[src/rtl/hazard_stall_ctrl_if.sv]
// Pipeline hazard/stall control bundle: ID/EX hazard inputs and IF/ID, ID/EX, PC control outputs.
interface hazard_stall_ctrl_if #(
    parameter int REG_ADDR_W = 5
);
    logic                  en;
    logic [REG_ADDR_W-1:0] id_rs1;
    logic [REG_ADDR_W-1:0] id_rs2;
    logic                  id_uses_rs1;
    logic                  id_uses_rs2;
    logic                  id_mc_op;
    logic                  ex_mem_read;
    logic [REG_ADDR_W-1:0] ex_rd;
    logic                  ex_branch_taken;
    logic                  IFID_write;
    logic                  pc_hold;
    logic                  idex_bubble;
    logic                  idex_hold;
    logic                  ifid_flush;
    logic                  mc_busy;
    logic [15:0]           stall_cnt;

    modport master (
        output en, id_rs1, id_rs2, id_uses_rs1, id_uses_rs2, id_mc_op,
               ex_mem_read, ex_rd, ex_branch_taken,
        input  IFID_write, pc_hold, idex_bubble, idex_hold, ifid_flush,
               mc_busy, stall_cnt
    );

    modport slave (
        input  en, id_rs1, id_rs2, id_uses_rs1, id_uses_rs2, id_mc_op,
               ex_mem_read, ex_rd, ex_branch_taken,
        output IFID_write, pc_hold, idex_bubble, idex_hold, ifid_flush,
               mc_busy, stall_cnt
    );
endinterface

[src/rtl/hazard_stall_ctrl.sv]
// Load-use / branch-flush / multi-cycle-op stall controller for an in-order pipeline.
// Optional stall statistic counter enabled by macro HAZARD_STATS_EN.
module hazard_stall_ctrl #(
    parameter int REG_ADDR_W = 5,
    parameter int MC_LAT     = 4
) (
    input logic                clk,
    input logic                arst,
    hazard_stall_ctrl_if.slave hz
);
    typedef enum logic {RUN = 1'b0, MC_STALL = 1'b1} state_e;

    localparam logic [3:0] MC_INIT   = 4'(MC_LAT - 1);
    localparam bit         MC_ENABLE = (MC_LAT > 1);

    state_e                state_q, state_d;
    logic [3:0]            mc_cnt_q, mc_cnt_d;
    logic [REG_ADDR_W-1:0] ex_rd;
    logic                  lu;
    logic                  ifid_write;
    logic                  pc_hold;
    logic                  idex_bubble;
    logic                  idex_hold;
    logic                  ifid_flush;
    logic                  mc_busy;

    assign ex_rd = hz.ex_rd;
    assign lu    = hz.ex_mem_read && (ex_rd != '0) &&
                   ((hz.id_uses_rs1 && (hz.id_rs1 == ex_rd)) ||
                    (hz.id_uses_rs2 && (hz.id_rs2 == ex_rd)));

    always_ff @(posedge clk or posedge arst) begin
        if (arst) begin
            state_q  <= RUN;
            mc_cnt_q <= '0;
        end else begin
            state_q  <= state_d;
            mc_cnt_q <= mc_cnt_d;
        end
    end

    always_comb begin
        state_d  = state_q;
        mc_cnt_d = mc_cnt_q;
        if (hz.en) begin
            case (state_q)
                RUN: begin
                    // Branch flush and load-use stall both pre-empt issuing the multi-cycle op.
                    if (MC_ENABLE && hz.id_mc_op && !hz.ex_branch_taken && !lu) begin
                        state_d  = MC_STALL;
                        mc_cnt_d = MC_INIT;
                    end
                end
                MC_STALL: begin
                    mc_cnt_d = mc_cnt_q - 4'd1;
                    if (mc_cnt_q == 4'd1) begin
                        state_d = RUN;
                    end
                end
                default: begin
                    state_d  = RUN;
                    mc_cnt_d = '0;
                end
            endcase
        end
    end

    always_comb begin
        ifid_write  = 1'b0;
        pc_hold     = 1'b0;
        idex_bubble = 1'b0;
        idex_hold   = 1'b0;
        ifid_flush  = 1'b0;
        mc_busy     = 1'b0;
        // Reset gates the outputs combinationally, independent of the other inputs.
        if (!arst) begin
            case (state_q)
                RUN: begin
                    if (hz.ex_branch_taken) begin
                        ifid_flush  = 1'b1;
                        idex_bubble = 1'b1;
                    end else if (lu) begin
                        ifid_write  = 1'b1;
                        pc_hold     = 1'b1;
                        idex_bubble = 1'b1;
                    end
                end
                MC_STALL: begin
                    ifid_write = 1'b1;
                    pc_hold    = 1'b1;
                    idex_hold  = 1'b1;
                    mc_busy    = 1'b1;
                end
                default: ;
            endcase
        end
    end

    assign hz.IFID_write  = ifid_write;
    assign hz.pc_hold     = pc_hold;
    assign hz.idex_bubble = idex_bubble;
    assign hz.idex_hold   = idex_hold;
    assign hz.ifid_flush  = ifid_flush;
    assign hz.mc_busy     = mc_busy;

`ifdef HAZARD_STATS_EN
    logic [15:0] stall_cnt_q, stall_cnt_d;

    always_comb begin
        stall_cnt_d = stall_cnt_q;
        if (hz.en && ifid_write && (stall_cnt_q != '1)) begin
            stall_cnt_d = stall_cnt_q + 16'd1;
        end
    end

    always_ff @(posedge clk or posedge arst) begin
        if (arst) begin
            stall_cnt_q <= '0;
        end else begin
            stall_cnt_q <= stall_cnt_d;
        end
    end

    assign hz.stall_cnt = stall_cnt_q;
`else
    assign hz.stall_cnt = '0;
`endif
endmodule

[src/flat_wrapper.sv]
// flat-port wrapper written by rule: the top's interface ports become plain ports
module hazard_stall_ctrl_flat 
#(
    parameter int REG_ADDR_W = 5,
    parameter int MC_LAT     = 4
)
  (clk, arst, hz_en, hz_id_rs1, hz_id_rs2, hz_id_uses_rs1, hz_id_uses_rs2, hz_id_mc_op, hz_ex_mem_read, hz_ex_rd, hz_ex_branch_taken, hz_IFID_write, hz_pc_hold, hz_idex_bubble, hz_idex_hold, hz_ifid_flush, hz_mc_busy, hz_stall_cnt);
  hazard_stall_ctrl_if #(.REG_ADDR_W(REG_ADDR_W)) hz_i ();
  input logic clk;
  input logic arst;
  input wire logic [$bits(hz_i.en)-1:0] hz_en;
  input wire logic [$bits(hz_i.id_rs1)-1:0] hz_id_rs1;
  input wire logic [$bits(hz_i.id_rs2)-1:0] hz_id_rs2;
  input wire logic [$bits(hz_i.id_uses_rs1)-1:0] hz_id_uses_rs1;
  input wire logic [$bits(hz_i.id_uses_rs2)-1:0] hz_id_uses_rs2;
  input wire logic [$bits(hz_i.id_mc_op)-1:0] hz_id_mc_op;
  input wire logic [$bits(hz_i.ex_mem_read)-1:0] hz_ex_mem_read;
  input wire logic [$bits(hz_i.ex_rd)-1:0] hz_ex_rd;
  input wire logic [$bits(hz_i.ex_branch_taken)-1:0] hz_ex_branch_taken;
  output wire logic [$bits(hz_i.IFID_write)-1:0] hz_IFID_write;
  output wire logic [$bits(hz_i.pc_hold)-1:0] hz_pc_hold;
  output wire logic [$bits(hz_i.idex_bubble)-1:0] hz_idex_bubble;
  output wire logic [$bits(hz_i.idex_hold)-1:0] hz_idex_hold;
  output wire logic [$bits(hz_i.ifid_flush)-1:0] hz_ifid_flush;
  output wire logic [$bits(hz_i.mc_busy)-1:0] hz_mc_busy;
  output wire logic [$bits(hz_i.stall_cnt)-1:0] hz_stall_cnt;
  assign hz_i.en = hz_en;
  assign hz_i.id_rs1 = hz_id_rs1;
  assign hz_i.id_rs2 = hz_id_rs2;
  assign hz_i.id_uses_rs1 = hz_id_uses_rs1;
  assign hz_i.id_uses_rs2 = hz_id_uses_rs2;
  assign hz_i.id_mc_op = hz_id_mc_op;
  assign hz_i.ex_mem_read = hz_ex_mem_read;
  assign hz_i.ex_rd = hz_ex_rd;
  assign hz_i.ex_branch_taken = hz_ex_branch_taken;
  assign hz_IFID_write = hz_i.IFID_write;
  assign hz_pc_hold = hz_i.pc_hold;
  assign hz_idex_bubble = hz_i.idex_bubble;
  assign hz_idex_hold = hz_i.idex_hold;
  assign hz_ifid_flush = hz_i.ifid_flush;
  assign hz_mc_busy = hz_i.mc_busy;
  assign hz_stall_cnt = hz_i.stall_cnt;
  hazard_stall_ctrl #(.REG_ADDR_W(REG_ADDR_W), .MC_LAT(MC_LAT)) u_core (.clk(clk), .arst(arst), .hz(hz_i));
endmodule
[config.mk]
export PLATFORM = sky130hd
export DESIGN_NAME = hazard_stall_ctrl_flat
export DESIGN_NICKNAME = d
export VERILOG_FILES = /design/src/rtl/hazard_stall_ctrl_if.sv /design/src/rtl/hazard_stall_ctrl.sv /design/src/flat_wrapper.sv
export SDC_FILE = /design/constraint.sdc
export NUM_CORES = 1
export LEC_CHECK = 0
export ABC_CLOCK_PERIOD_IN_PS = 2700
export CORE_MARGIN = 8
export CORE_UTILIZATION = 29
export DETAILED_ROUTE_END_ITERATION = 10
export PLACE_DENSITY = 0.76
export SYNTH_ARGS = -nofsm -noshare
export SYNTH_HDL_FRONTEND = slang
export SYNTH_SLANG_ARGS = --single-unit
[constraint.sdc]
create_clock -name clk -period 2.7 [get_ports clk]
set_clock_uncertainty 0.05 [all_clocks]
set_input_delay 0.81 -clock clk [delete_from_list [all_inputs] [get_ports clk]]
set_output_delay 0.81 -clock clk [all_outputs]
set_load 0.05 [all_outputs]
* After elaboration in Yosys (flattened, before gate mapping)
Index checks and enable logic that the tools add are counted.
** Word-level totals
- Bits in registers :: 5
- Latch bits :: 0
- Bits in writable memories :: 0
- ROM bits :: 0
- Input bits :: 23
- Output and inout port bits :: 22
- Logic and storage cells :: 36
- Memories :: 0
** Cells by class
- Add/sub/neg operators :: 1
- $mul :: 0
- Divide/modulo/power cells :: 0
- Magnitude comparators :: 0
- Equality and inequality tests :: 4
- Shift operators :: 0
- Multiplexer cells :: 17
- Bitwise gates (word level) :: 1
- Reduce and logical (&&, ||, !) cells :: 11
** Operator list (count)
- $mux 1 :: 13
- $eq 5x5->1 :: 2
- $pmux 4 s2 :: 1
- $logic_and 1x1->1 :: 6
- $reduce_bool 5->1 :: 1
- $eq 4x1->1 const B :: 1
- $mux 4 :: 1
- $pmux 1 s2 :: 2
- $sub 4x1->4 const B :: 1
- $logic_not 1->1 :: 2
- $ne 2x1->1 const B :: 1
- $reduce_and 2->1 :: 1
- $logic_or 1x1->1 :: 1
- $not 1->1 :: 1

* Longest topological paths before layout
Gate-level depths: netlist of the first run.
- Word-level depth :: 8
- Mapped depth :: 6
- Mapped depth without buffers :: 5

* Worst setup path after synthesis of the first run
OpenSTA, ideal clock, no wires.
- Path kind :: input to output
- Start point :: input hz_ex_rd[1]
- End point :: output hz_idex_bubble
- Data arrival time :: 2.409 ns
- Data required time :: 1.840 ns
- Path slack :: -0.569 ns
- Stages :: 5
- Buffers on the path :: 0
- Cell sequence :: xnor2_1 > nand4_1 > o22ai_1 > a21oi_1 > nor3_1
** On the way
- Cells in the longest elaborated chain, start to end :: 8
- Elaborated cells between the ends (all ways) :: 12
- Those cells by class :: eq/ne (2); mux (4); reduce/logical (6)
** Ends and longest elaborated chain
- start, declared :: RTL line flat_wrapper.sv:18 : input wire logic [$bits(hz_i.ex_rd)-1:0] hz_ex_rd;
- $eq 5x5->1 (on tied branches) :: RTL line hazard_stall_ctrl.sv:29, hazard_stall_ctrl.sv:30
- $logic_and 1x1->1 (on tied branches) :: RTL line hazard_stall_ctrl.sv:29, hazard_stall_ctrl.sv:30
- $logic_or 1x1->1 :: RTL line hazard_stall_ctrl.sv:29 : ((hz.id_uses_rs1 && (hz.id_rs1 == ex_rd)) ||
- $logic_and 1x1->1 (*) :: RTL line hazard_stall_ctrl.sv:28 : assign lu = hz.ex_mem_read && (ex_rd != '0) &&
- $mux 1 (*) :: RTL line hazard_stall_ctrl.sv:82 : end else if (lu) begin
- $mux 1 (*) :: RTL line hazard_stall_ctrl.sv:79 : if (hz.ex_branch_taken) begin
- $mux 1 (*) :: RTL line hazard_stall_ctrl.sv:77 : case (state_q)
- $mux 1 (*) :: RTL line hazard_stall_ctrl.sv:76 : if (!arst) begin
- end, declared :: RTL line flat_wrapper.sv:22 : output wire logic [$bits(hz_i.idex_bubble)-1:0] hz_idex_bubble;
Every way passes the cells marked *; elsewhere a longest branch is shown, timed or not.

* Worst setup path in the final report of the first run
- Start point :: input hz_ex_rd[0]
- End point :: output hz_IFID_write
** On the way
- Cells in the longest elaborated chain, start to end :: 8
- Elaborated cells between the ends (all ways) :: 12
- Those cells by class :: eq/ne (2); mux (4); reduce/logical (6)
** Ends and longest elaborated chain
- $eq 5x5->1 (on tied branches) :: RTL line hazard_stall_ctrl.sv:29, hazard_stall_ctrl.sv:30
- $logic_and 1x1->1 (on tied branches) :: RTL line hazard_stall_ctrl.sv:29, hazard_stall_ctrl.sv:30
- $logic_or 1x1->1 :: RTL line hazard_stall_ctrl.sv:29
- $logic_and 1x1->1 (*) :: RTL line hazard_stall_ctrl.sv:28
- $mux 1 (*) :: RTL line hazard_stall_ctrl.sv:82
- $mux 1 (*) :: RTL line hazard_stall_ctrl.sv:79
- $pmux 1 s2 (*) :: RTL line hazard_stall_ctrl.sv:77
- $mux 1 (*) :: RTL line hazard_stall_ctrl.sv:76
- end, declared :: RTL line flat_wrapper.sv:20 : output wire logic [$bits(hz_i.IFID_write)-1:0] hz_IFID_write;
Marked as above.

==> metrics.csv, run 1 <==
metric;value;unit
outcome;finished, violations left;
violations;setup timing;
vias_per_cell;4.24;
grt-ovfl-total;0;
hp-class;reg2reg;
die_h;60.9;um
antenna_found_initial;0;
setup_slack;-230;ps
async_flop_share;1.00;
numClockSinks;5;
grt_first_pass_wirelength;2500;um
drt-total-wl;1610;um
synth_top_area_cell;buf_4;
max_cap_violations;0;
p_total;644;uW
p_int;333;uW
irDropWorstVdd;0.000355;V
place_inst;130;
yosysMostFrequentCell;buf_4;
layout.nets;134;
die_w;60.9;um
num_vias;573;
pwr-share-comb;0.625;
setup_tns;-660;ps
ys_top_cells_by_count;18 x buf_4, 10 x xnor2_1, 5 x dfrtp_1, 5 x inv_1, 5 x nand2_1;
synth-edff-count;0;
drcViolationCount;0;
wl_per_cell;11.9;um
syn_avg_cell_area;7.91;um2
final_max_slew_viol_count;0;
row_count;16;
finalHoldViolCount;0;
grt_max_degree;10;
rsz0062_at_grt;yes;
drt.antenna.violating_nets;0;
core_area;1940;um2
worstPathArrival;2070;ps
clock_latency;250;ps
path_clk_slew;50;ps
p_per_area;675;nW/um2
initial_core_util;0.302;
h-tree-depth;1;
min_period_over_period;1.09;
cts_buffers;3;
boundaryPins;45;
switchingPower;312;uW
p_sw_frac;0.483;
grt_pass1_vias;558;
cts_max_path_buffers;2;
worstPathRequired;1840;ps
drive_gt1_frac;0.278;
portBuffers;28;
sequentialPowerShare;0.238;
ys_warn_count;0;
clkPwrFrac;0.137;
die_area;3710;um2
final-instance-count-excl-fill;135;
p_leak;0.435;nW
cp-end-kind;output pin;
fmax;0.341;GHz
firstDrtPassIters;5;
place.gp.congestion;0.866;
worstPathMaxFanout;3;
cts_hold_buf;0;
grt_usage;0.0902;
ys_ff_latch;5;
critPathLaunchType;input port;
synth_top_area_share;0.231;
synth_ff_type;dfrtp_1;
reg2regPathDepth;4;
ys_seq_area_frac;0.214;
yosys-top-cells-area;buf_4 23%, dfrtp_1 21%, xnor2_1 15%;
syn-cell-area;586;um2
critPathKind;in2out;
dp_hpwl;1420;um
syn2layout_area_growth;63.0;%
diodes;0;
ys_types;26;
drt_iter0_drc;10;
period_needed;2930;ps
tritoncts;built;
setup_viol;3;
hold_depth;1;
final_core_util;0.492;
cts_root_buf;clkbuf_4;
synthCells;74;
## metal layers
metal | part of all wire | global-route usage
met1 | 0.34 | 0.0954
met2 | 0.52 | 0.149
met3 | 0.13 | 0.0487
met4 | 0.0093 | 0.0299
met5 | 0 | 0
## what timing repair did
action,4_1_cts,5_1_grt
resized for setup,39,4
pin swaps,17,10
setup endpoints to repair,6,3
setup buffers,1,0
## worst max-delay path, cell delays in order
cell     delay, ps
buf_6           90
or4_1          510
o21a_2         250
a31oi_4        190
nor2_4          60
buf_6          160
## power groups by stage
| stage | Sequential (mW) | Combinational, mW | Clock [mW] |
|---|---|---|---|
| after detailed placement | 0.152 | 0.391 | 0 |
| after floorplan | 0.126 | 0.310 | 0 |
| after global placement | 0.151 | 0.384 | 0 |
| after CTS | 0.154 | 0.404 | 0.0900 |
| final | 0.154 | 0.403 | 0.0882 |
| after global routing | 0.161 | 0.434 | 0.0958 |
## per-stage QoR
stage                     instance area, um2  setup slack (ps)  hold WS (ps)
after detailed placement                 905              -620           485
after floorplan                          673              -142           457
after CTS                                948              -263           496
after global routing                     955              -262           527
after global placement                   905              -598           487
final                                    955              -230           493
## area by class of cell
cell class	instances	area, um2
Multi-Input combinational cell	60	414
Fill cell	197	987
Clock buffer	4	26.3
Timing Repair Buffer	34	337
Inverter	5	18.8
Sequential cell	5	125
Tap cell	27	33.8
## registers in the layout, summed over array words and instances (netlist names)
register         cells
u_core.state_q       1
u_core.mc_cnt_q      4
## worst paths after layout
kind | start | to | slack [ps]
setup / recovery | hz_ex_rd[0] | hz_IFID_write | -230
setup reg to reg | u_core.state_q$_DFFE_PP0P_ | u_core.mc_cnt_q[3]$_DFFE_PP0P_ | 1360
max in group asynchronous | arst | u_core.mc_cnt_q[1]$_DFFE_PP0P_ | 1730
hold / removal | u_core.mc_cnt_q[3]$_DFFE_PP0P_ | u_core.mc_cnt_q[3]$_DFFE_PP0P_ | 490
hold reg to reg | u_core.mc_cnt_q[3]$_DFFE_PP0P_ | u_core.mc_cnt_q[3]$_DFFE_PP0P_ | 490
min in group asynchronous | arst | u_core.state_q$_DFFE_PP0P_ | 690
## layout by cell type, fill, tap and decap left out, drive strengths merged
| cell type | instances |
|---|---|
| o21a | 1 |
| or4 | 1 |
| buf | 16 |
| clkdlybuf4s15 | 1 |
| a31oi | 1 |
| o22ai | 1 |
| and2 | 1 |
| o311ai | 1 |
| inv | 5 |
| nor3 | 2 |
| nand2 | 5 |
| a211o | 1 |
| clkbuf | 5 |
| ha | 2 |
| nor2b | 1 |
| a21oi | 2 |
| dlygate4sd2 | 11 |
| xnor2 | 10 |
| nand3 | 1 |
| conb | 16 |
| nor2 | 4 |
| a31o | 1 |
| a22oi | 1 |
| nand4 | 3 |
| o21ai | 3 |
| a32o | 1 |
| nand4b | 1 |
| dfrtp | 5 |
| clkdlybuf4s50 | 5 |
## cell families (layout without fill, tap and decap cells)
| kind of cell | after synthesis | in the layout | share of synthesized area |
|---|---|---|---|
| fa+ha+maj | 2 | 2 | 0.0427 |
| flops | 5 | 5 | 0.214 |
| simple gates | 19 | 19 | 0.165 |
| compound gates | 13 | 13 | 0.154 |
| xor+xnor | 10 | 10 | 0.150 |
| buf+inv | 24 | 43 | 0.269 |
| other cells | 1 | 16 | 0.00640 |
Note: power is estimated with default switching activity, not from simulation.
==> run 2: changes to the inputs <==
--- a/config.mk
+++ b/config.mk
@@ -6,6 +6,7 @@
 export NUM_CORES = 1
 export LEC_CHECK = 0
 export ABC_CLOCK_PERIOD_IN_PS = 2700
+export CORE_ASPECT_RATIO = 0.7
 export CORE_MARGIN = 8
 export CORE_UTILIZATION = 29
 export DETAILED_ROUTE_END_ITERATION = 10
==> run 2 against run 1 <==
Effect of this change:
- the flow still finishes with violations (setup timing)
- routed wire length is 23% higher
- total power grew 4.0%
- non-clock buffer count up 3
- largest cell class unchanged
- sequential power up 4%
- maximum frequency barely moved
- first-iteration DRC count grew to 3.2 times the previous value
- sequential share of layout area is 0.79 points lower
- die area rose by 0.61%
==> metrics.csv, run 2 (same netlist as run 1, synthesis figures left out) <==
metric;value;unit
initial_core_util;0.310;
drcViolationCount;0;
p_per_area;660;nW/um2
pwr-share-comb;0.641;
critPathLaunchType;input port;
drt_iter0_drc;32;
worstPathRequired;1840;ps
final_cell_mix;16 x conb_1, 7 x xnor2_1, 7 x buf_4;
wl_per_cell;14.9;um
antenna_found_initial;0;
clock_latency;230;ps
dp_hpwl;1640;um
drt.antenna.violating_nets;0;
numClockSinks;5;
final-instance-count-excl-fill;133;
max_cap_violations;0;
core_area;1890;um2
final_max_slew_viol_count;0;
grt-ovfl-total;0;
irDropWorstVdd;0.000428;V
num_vias;610;
worstPathMaxFanout;3;
portBuffers;28;
drive_gt1_frac;0.360;
die_w;69.7;um
cp-end-kind;output pin;
clkPwrFrac;0.121;
sequentialPowerShare;0.239;
setup_viol;3;
grt_max_degree;10;
die_h;53.6;um
grt_pass1_vias;620;
cts_max_path_buffers;2;
fmax;0.341;GHz
p_total;670;uW
p_int;345;uW
worstPathArrival;2070;ps
cts_buffers;3;
place_inst;126;
regMostFlops;u_core.mc_cnt_q;
hp-class;reg2reg;
tritoncts;built;
firstDrtPassIters;4;
die_area;3740;um2
cts_hold_buf;0;
p_sw_frac;0.486;
min_period_over_period;1.08;
vias_per_cell;4.59;
path_clk_slew;40;ps
grt_usage;0.101;
place.gp.congestion;0.791;
fillers;181;
period_needed;2930;ps
outcome;finished, violations left;
diodes;0;
whs;519;ps
syn2layout_area_growth;73.5;%
switchingPower;326;uW
h-tree-depth;1;
p_leak;0.477;nW
top_regs;u_core.mc_cnt_q (4), u_core.state_q (1);
drt-total-wl;1980;um
critPathKind;in2out;
setup_slack;-229;ps
layout.nets;137;
cts_root_buf;clkbuf_4;
grt_first_pass_wirelength;2990;um
final_common_cell;conb_1;
boundaryPins;45;
violations;setup timing;
finalHoldViolCount;0;
rsz0062_at_grt;yes;
row_count;13;
largest_register_ffs;4;
final_core_util;0.538;
run 2: cell types whose count changed in the layout (fill, tap and decap cells not counted), sizes merged:
cell / delta
dlygate4sd2: -9
clkdlybuf4s15: +3
buf: +3
dlymetal6s2s: +1
clkbuf: +4
clkdlybuf4s50: +1
run 2: worst paths after layout:
kind	startpoint	to	slack (ps)	cells past startpoint
setup / recovery	hz_ex_rd[3]	hz_pc_hold	-230	6
hold / removal	u_core.mc_cnt_q[3]$_DFFE_PP0P_	u_core.mc_cnt_q[3]$_DFFE_PP0P_	520	1
setup reg to reg	u_core.state_q$_DFFE_PP0P_	u_core.mc_cnt_q[3]$_DFFE_PP0P_	1300	4
hold reg to reg	u_core.mc_cnt_q[3]$_DFFE_PP0P_	u_core.mc_cnt_q[3]$_DFFE_PP0P_	520	1
max in group asynchronous	arst	u_core.mc_cnt_q[0]$_DFFE_PP0P_	1550	3
min in group asynchronous	arst	u_core.mc_cnt_q[3]$_DFFE_PP0P_	890	3
run 2: power groups by stage:
stage	Clock, mW	Combinational, mW	Sequential, mW
final	0.0811	0.429	0.160
after floorplan	0	0.310	0.126
after global placement	0	0.391	0.152
after CTS	0.0849	0.405	0.154
after detailed placement	0	0.401	0.154
after global routing	0.0920	0.457	0.163
run 2: what timing repair did:
action / 4_1_cts / 5_1_grt
buffers inserted: 2 / 1
hold endpoints to repair: 0 / 0
endpoints found under the setup margin: 4 / 4
gates resized for setup: 33 / 29
pin swaps: 13 / 16
run 2: critical path, cell delays in order:
cell,delay [ps]
buf_6,100
or4_4,530
o21a_4,240
a31oi_4,180
nor2_4,60
buf_8,150
run 2: final cells by class:
cell class / instances / area, um2 / area share
Clock buffer: 4 / 26.3 / 0.0259
Tap cell: 22 / 27.5 / 0.0271
Timing Repair Buffer: 37 / 364 / 0.358
Inverter: 5 / 18.8 / 0.0185
Multi-Input combinational cell: 60 / 454 / 0.447
Sequential cell: 5 / 125 / 0.123
run 2: routing by layer:
| layer | routed length [um] | track usage | vias to the layer above |
|---|---|---|---|
| met2 | 1050 | 0.188 | 29 |
| met5 | 0 | 0 | - |
| li1 | - | - | 293 |
| met4 | 33 | 0.0299 | 0 |
| met3 | 166 | 0.0385 | 7 |
| met1 | 726 | 0.109 | 281 |
run 2: through the flow:
stage / setup TNS, ps / instance area [um2] / setup WS [ps]
after global placement: -1740 / 906 / -588
after detailed placement: -1980 / 906 / -645
final: -679 / 1020 / -229
after CTS: -844 / 941 / -291
after floorplan: -249 / 673 / -142
after global routing: -861 / 1020 / -288
==> run 3: changes to the inputs <==
--- a/config.mk
+++ b/config.mk
@@ -6,7 +6,6 @@
 export NUM_CORES = 1
 export LEC_CHECK = 0
 export ABC_CLOCK_PERIOD_IN_PS = 2700
-export CORE_ASPECT_RATIO = 0.7
 export CORE_MARGIN = 8
 export CORE_UTILIZATION = 29
 export DETAILED_ROUTE_END_ITERATION = 10
==> results of run 3 <==
Final layout, timing and power as in run 1 (identical DEF).
